<file path="src/rtl/state_dump_pkg.sv">
// Shared types for the machine-state dump unit: FSM states, stream source tags and
// the index-width helper used to size the dump index.
package state_dump_pkg;

  typedef enum logic [2:0] {
    IDLE,
    S_GPR,
    S_DM,
    S_CSUM,
    FIN
  } state_e;

  localparam logic [1:0] SRC_GPR  = 2'b00;
  localparam logic [1:0] SRC_DM   = 2'b01;
  localparam logic [1:0] SRC_CSUM = 2'b10;

  function automatic int unsigned idx_width(input int unsigned a, input int unsigned b);
    return (a > b) ? a : b;
  endfunction

endpackage

</file>
<file path="src/rtl/dump_index_counter.sv">
// Word index counter for the dump walk: clears to zero, advances on each accepted beat and
// flags the terminal count against a runtime limit so it never has to wrap.
module dump_index_counter #(
  parameter int unsigned W = 10
) (
  input  logic         clock,
  input  logic         reset,
  input  logic         clr,
  input  logic         en,
  input  logic [W-1:0] limit,
  output logic [W-1:0] count,
  output logic         term
);

  assign term = (count == limit);

  // The terminal beat reloads zero so the next source starts at index 0.
  always_ff @(posedge clock) begin
    if (!reset || clr || (en && term)) begin
      count <= '0;
    end else if (en) begin
      count <= count + 1'b1;
    end
  end

endmodule

</file>
<file path="src/rtl/state_dump_unit.sv">
// Freezes the CPU and streams GPR then DM contents out over valid/ready, tagged by source
// and index. Define STATE_DUMP_CHECKSUM_EN to append an XOR checksum beat.
module state_dump_unit
  import state_dump_pkg::*;
#(
  parameter int unsigned DATA_W = 32,
  parameter int unsigned GPR_N  = 10,
  parameter int unsigned GPR_AW = 5,
  parameter int unsigned DM_N   = 10,
  parameter int unsigned DM_AW  = 10
) (
  input  logic                                  clock,
  input  logic                                  reset,
  input  logic                                  start,
  output logic                                  cpu_stall,
  output logic                                  busy,
  output logic                                  done,
  output logic [GPR_AW-1:0]                     gpr_raddr,
  input  logic [DATA_W-1:0]                     gpr_rdata,
  output logic [DM_AW-1:0]                      dm_raddr,
  input  logic [DATA_W-1:0]                     dm_rdata,
  output logic                                  dump_valid,
  input  logic                                  dump_ready,
  output logic [DATA_W-1:0]                     dump_data,
  output logic [1:0]                            dump_src,
  output logic [idx_width(GPR_AW, DM_AW)-1:0]   dump_index
);

  localparam int unsigned IW = idx_width(GPR_AW, DM_AW);

  state_e        state_q;
  logic [IW-1:0] idx;
  logic [IW-1:0] limit;
  logic          term;
  logic          fire;
  logic          cnt_en;

  assign fire   = dump_valid && dump_ready;
  assign cnt_en = fire && ((state_q == S_GPR) || (state_q == S_DM));
  assign limit  = (state_q == S_GPR) ? IW'(GPR_N - 1) : IW'(DM_N - 1);

  dump_index_counter #(
    .W (IW)
  ) u_idx (
    .clock (clock),
    .reset (reset),
    .clr   (state_q == IDLE),
    .en    (cnt_en),
    .limit (limit),
    .count (idx),
    .term  (term)
  );

  always_ff @(posedge clock) begin
    if (!reset) begin
      state_q <= IDLE;
    end else begin
      unique case (state_q)
        IDLE:   if (start) state_q <= S_GPR;
        S_GPR:  if (fire && term) state_q <= S_DM;
`ifdef STATE_DUMP_CHECKSUM_EN
        S_DM:   if (fire && term) state_q <= S_CSUM;
        S_CSUM: if (fire) state_q <= FIN;
`else
        S_DM:   if (fire && term) state_q <= FIN;
`endif
        FIN:    state_q <= IDLE;
        default: state_q <= IDLE;
      endcase
    end
  end

`ifdef STATE_DUMP_CHECKSUM_EN
  logic [DATA_W-1:0] csum_q;

  always_ff @(posedge clock) begin
    if (!reset) begin
      csum_q <= '0;
    end else if ((state_q == IDLE) && start) begin
      csum_q <= '0;
    end else if (cnt_en) begin
      csum_q <= csum_q ^ dump_data;
    end
  end
`endif

  // Outputs decode straight from the registered state and index; the read address
  // holds while ready is low, so the beat stays stable.
  always_comb begin
    busy       = 1'b0;
    done       = 1'b0;
    gpr_raddr  = '0;
    dm_raddr   = '0;
    dump_src   = SRC_GPR;
    dump_index = '0;
    dump_data  = '0;
    unique case (state_q)
      S_GPR: begin
        busy       = 1'b1;
        gpr_raddr  = idx[GPR_AW-1:0];
        dump_index = idx;
        dump_data  = gpr_rdata;
      end
      S_DM: begin
        busy       = 1'b1;
        dm_raddr   = idx[DM_AW-1:0];
        dump_src   = SRC_DM;
        dump_index = idx;
        dump_data  = dm_rdata;
      end
`ifdef STATE_DUMP_CHECKSUM_EN
      S_CSUM: begin
        busy      = 1'b1;
        dump_src  = SRC_CSUM;
        dump_data = csum_q;
      end
`endif
      FIN:     done = 1'b1;
      default: ;
    endcase
  end

  assign cpu_stall  = busy;
  assign dump_valid = busy;

endmodule

</file>
<file path="config.mk">
export PLATFORM = sky130hd
export DESIGN_NAME = state_dump_unit
export DESIGN_NICKNAME = d
export VERILOG_FILES = /design/src/rtl/state_dump_pkg.sv /design/src/rtl/dump_index_counter.sv /design/src/rtl/state_dump_unit.sv
export SDC_FILE = /design/constraint.sdc
export NUM_CORES = 1
export LEC_CHECK = 0
export CORE_AREA = 2 2 76 60
export DETAILED_ROUTE_END_ITERATION = 8
export DIE_AREA = 0 0 78 62
export HOLD_SLACK_MARGIN = 0.06
export PLACE_DENSITY = 0.83
export SETUP_SLACK_MARGIN = 0.15
export SKIP_CTS_REPAIR_TIMING = 1
export SYNTH_ARGS = -nofsm -noshare
export SYNTH_HDL_FRONTEND = slang
export SYNTH_SLANG_ARGS = --single-unit
</file>
<file path="constraint.sdc">
create_clock -name clock -period 4 [get_ports clock]
set_input_delay 0.8 -clock clock [delete_from_list [all_inputs] [get_ports clock]]
set_output_delay 0.8 -clock clock [all_outputs]
set_load 0.01 [all_outputs]
</file>
==> impl_metrics.ini <==
[finish]
fill_cells = 375
multi_input_area_sq_um = 853
drive_gt1_share_pct = 5.22
fin_area_sq_um = 2550
seq_area_sq_um = 260
final_nets = 339
antenna_cells = 0
finalNonFillerCells = 325
area_growth_pct = 114

[sta]
fmax_mhz = 306
fin_skew_ns = 0.000726
setup_viol_count_final = 0
hold_viol = 0
rsz0062_at_grt = no
whs_ns = 0.559
relSlewSlack_pct = 46.5
finalSetupTns_ns = 0
period_share_pct = 81.8
fin_crit_ns = 3.27
tightest_slew_ns = 0.802
layout_setup_ws_ns = 0.728
slew_violations = 0

[placement]
place_inst = 321
place.gp.congestion = 0.831
hpwl_um = 3920
io_buffers = 129
place_ws_ns = 0.971
post_dp_cell_area_sq_um = 2510

[clock_tree]
cts_inserted_buffers = 3
cts_root_buf = clkbuf_8
clock_path_buffers = 2
clk_pin_slew_ns = 0.05
clock-sinks = 13
clk_latency_ns = 0.24
cts-htree-levels = 1
tritoncts = yes

[floorplan]
num_rows = 21
die_h_um = 62
start_util_pct = 28.3
io_pins = 131
die_w_um = 78
core_sq_um = 4200
dieArea_sq_um = 4840

[yosys]
ys_ff_latch = 13
syn_avg_cell_area_sq_um = 8.21
ys_seq_area_share_pct = 21.8
synth.distinct_cells = 32
synthCells = 145
yosysWarnings = 0
netlist_area_sq_um = 1190
syn_nets = 215

[worst_setup_path]
critPathKind = reg2out
r2r-start = state_q[0]
endpoint_kind = output port
start_kind = flop
path_max_fanout = 23
r2r_end = u_idx.count[1]
reg2regPathDepth = 4
worstPathRequired_ns = 3.20
r2r_slack_ns = 2.13
cp.arrival_ns = 2.47

[detailed_routing]
drc = 0
wl_um = 4850
firstDrtPassIters = 4
wire_per_inst_um = 14.9
final_antenna_net_count = 0
viasPerCell = 4.78
vias = 1555
drtIter0Drc = 41

[worst_hold_path]
min_path_type = reg2reg
whs_endpoint = u_idx.count[9]
hp-start = u_idx.count[9]
hold_depth = 2

[pwr]
cellPowerDensity_nw_per_um2 = 158
power.leakage_nw = 0.969
ir_drop_mv = 0.178

[global_routing]
grt_pass1_wl_um = 7000
grt_antenna_before_repair = 0
grt_max_degree = 33
grt_usage_pct = 18.0
grt_overflow = 0
grt_pass1_vias = 1358

[job]
cap_violations = 0

[status]
status = finished, final reports clean
[final cells by class]
class                   instances  share of cell area [%]
well taps                      57                    2.80
clock buffers                   4                    1.77
inverters                       2                   0.294
multi-input cells             117                    33.4
repair buffers                132                    51.5
flip-flops and latches         13                    10.2
[worst max-delay path, cell delays in order (launching register included)]
cell and delay, ns:
dfxtp_1 0.47, nor3b_4 0.74, buf_4 0.31, a22o_1 0.15
clkdlybuf4s50_1 0.55
[cells in the mapped netlist, drive strengths merged]
| cell | count | area, sq um |
|---|---|---|
| buf | 10 | 65.1 |
| xor2 | 5 | 43.8 |
| inv | 2 | 7.51 |
| o31a | 1 | 8.76 |
| a21oi | 2 | 10.0 |
| or2 | 5 | 31.3 |
| mux2i | 1 | 10.0 |
| nor3 | 4 | 20.0 |
| ha | 2 | 25.0 |
| a311oi | 1 | 8.76 |
| nor4b | 2 | 17.5 |
| nor4 | 3 | 18.8 |
| a22o | 32 | 280 |
| and2 | 15 | 93.8 |
| nor2 | 11 | 41.3 |
| o21ai | 1 | 16.3 |
| nor2b | 1 | 6.26 |
| nand3b | 2 | 15.0 |
| nand2 | 5 | 18.8 |
| xnor2 | 6 | 60.1 |
| nand3 | 4 | 20.0 |
| dfxtp | 13 | 260 |
| nand4 | 2 | 12.5 |
| clkbuf | 3 | 11.3 |
| nor3b | 2 | 20.0 |
| and3 | 6 | 37.5 |
| conb | 1 | 3.75 |
| and4b | 2 | 20.0 |
| o211ai | 1 | 7.51 |
[worst max-delay path by stage]
stage	start	end	cells past startpoint
2_1_floorplan	state_q[2]	dump_data[0]	6
3_5_place_dp	state_q[1]	dump_data[8]	4
5_1_grt	state_q[1]	dump_data[6]	4
4_1_cts	state_q[1]	dump_data[8]	4
3_3_place_gp	state_q[1]	dump_data[6]	4
6_report	state_q[1]	dump_data[8]	4
[stage by stage]
stage          utilization [%]  power, W
2_1_floorplan                -  0.000184
3_3_place_gp              59.6  0.000287
3_5_place_dp              59.6  0.000288
4_1_cts                   60.7  0.000405
5_1_grt                   60.7  0.000421
6_report                  60.7  0.000402
[where the power goes]
group	total, W	switching, W	internal (W)	leakage [nW]
Sequential	0.000134	0.00000365	0.000131	0.105
Clock	0.000116	0.0000460	0.0000704	0.0228
Combinational	0.000151	0.0000469	0.000104	0.841
[per-layer routing]
metal | routed length [um] | track usage, % | vias to the layer above
li1 | - | - | 784
met1 | 2030 | 22.8 | 710
met2 | 2430 | 33.1 | 61
met3 | 377 | 4.62 | 0
met4 | 0 | 1.50 | 0
met5 | 0 | 0 | -
[placed cells by master (no fill, tap or decap)]
cell type        synthesis  routed
a21oi_1                  2       2
a22o_1                  32      32
a311oi_1                 1       1
and2_1                  15      15
and3_1                   6       6
and4b_1                  2       2
buf_4                    6       3
clkbuf_1                 3       1
clkbuf_8                 0       3
clkdlybuf4s50_1          0     129
conb_1                   1       1
dfxtp_1                 13      13
ha_1                     2       2
inv_1                    2       2
mux2i_1                  1       1
nand2_1                  5       5
nand3_1                  4       4
nand3b_1                 2       2
nand4_1                  2       2
nor2_1                  11      11
nor2b_1                  1       1
nor3_1                   4       4
nor3b_1                  1       1
nor3b_4                  0       1
nor4_1                   3       3
nor4b_1                  2       2
o211ai_1                 1       1
o21ai_4                  1       1
o31a_1                   1       1
or2_2                    5       5
xnor2_1                  5       5
xnor2_2                  1       1
xor2_1                   5       5
[kinds of logic after synthesis]
logic type	after synthesis	share of synthesized area, %
xor+xnor	11	8.72
flops	13	21.8
fa+ha+maj	2	2.10
simple gates	64	31.3
mux	1	0.840
other cells	1	0.315
buf+inv	15	7.04
compound gates	38	27.8
[sequential cells by signal (all words and copies together) (netlist names)]
| signal | count |
|---|---|
| state_q | 3 |
| u_idx.count | 10 |
No activity file was read; power rests on OpenSTA's default activity.
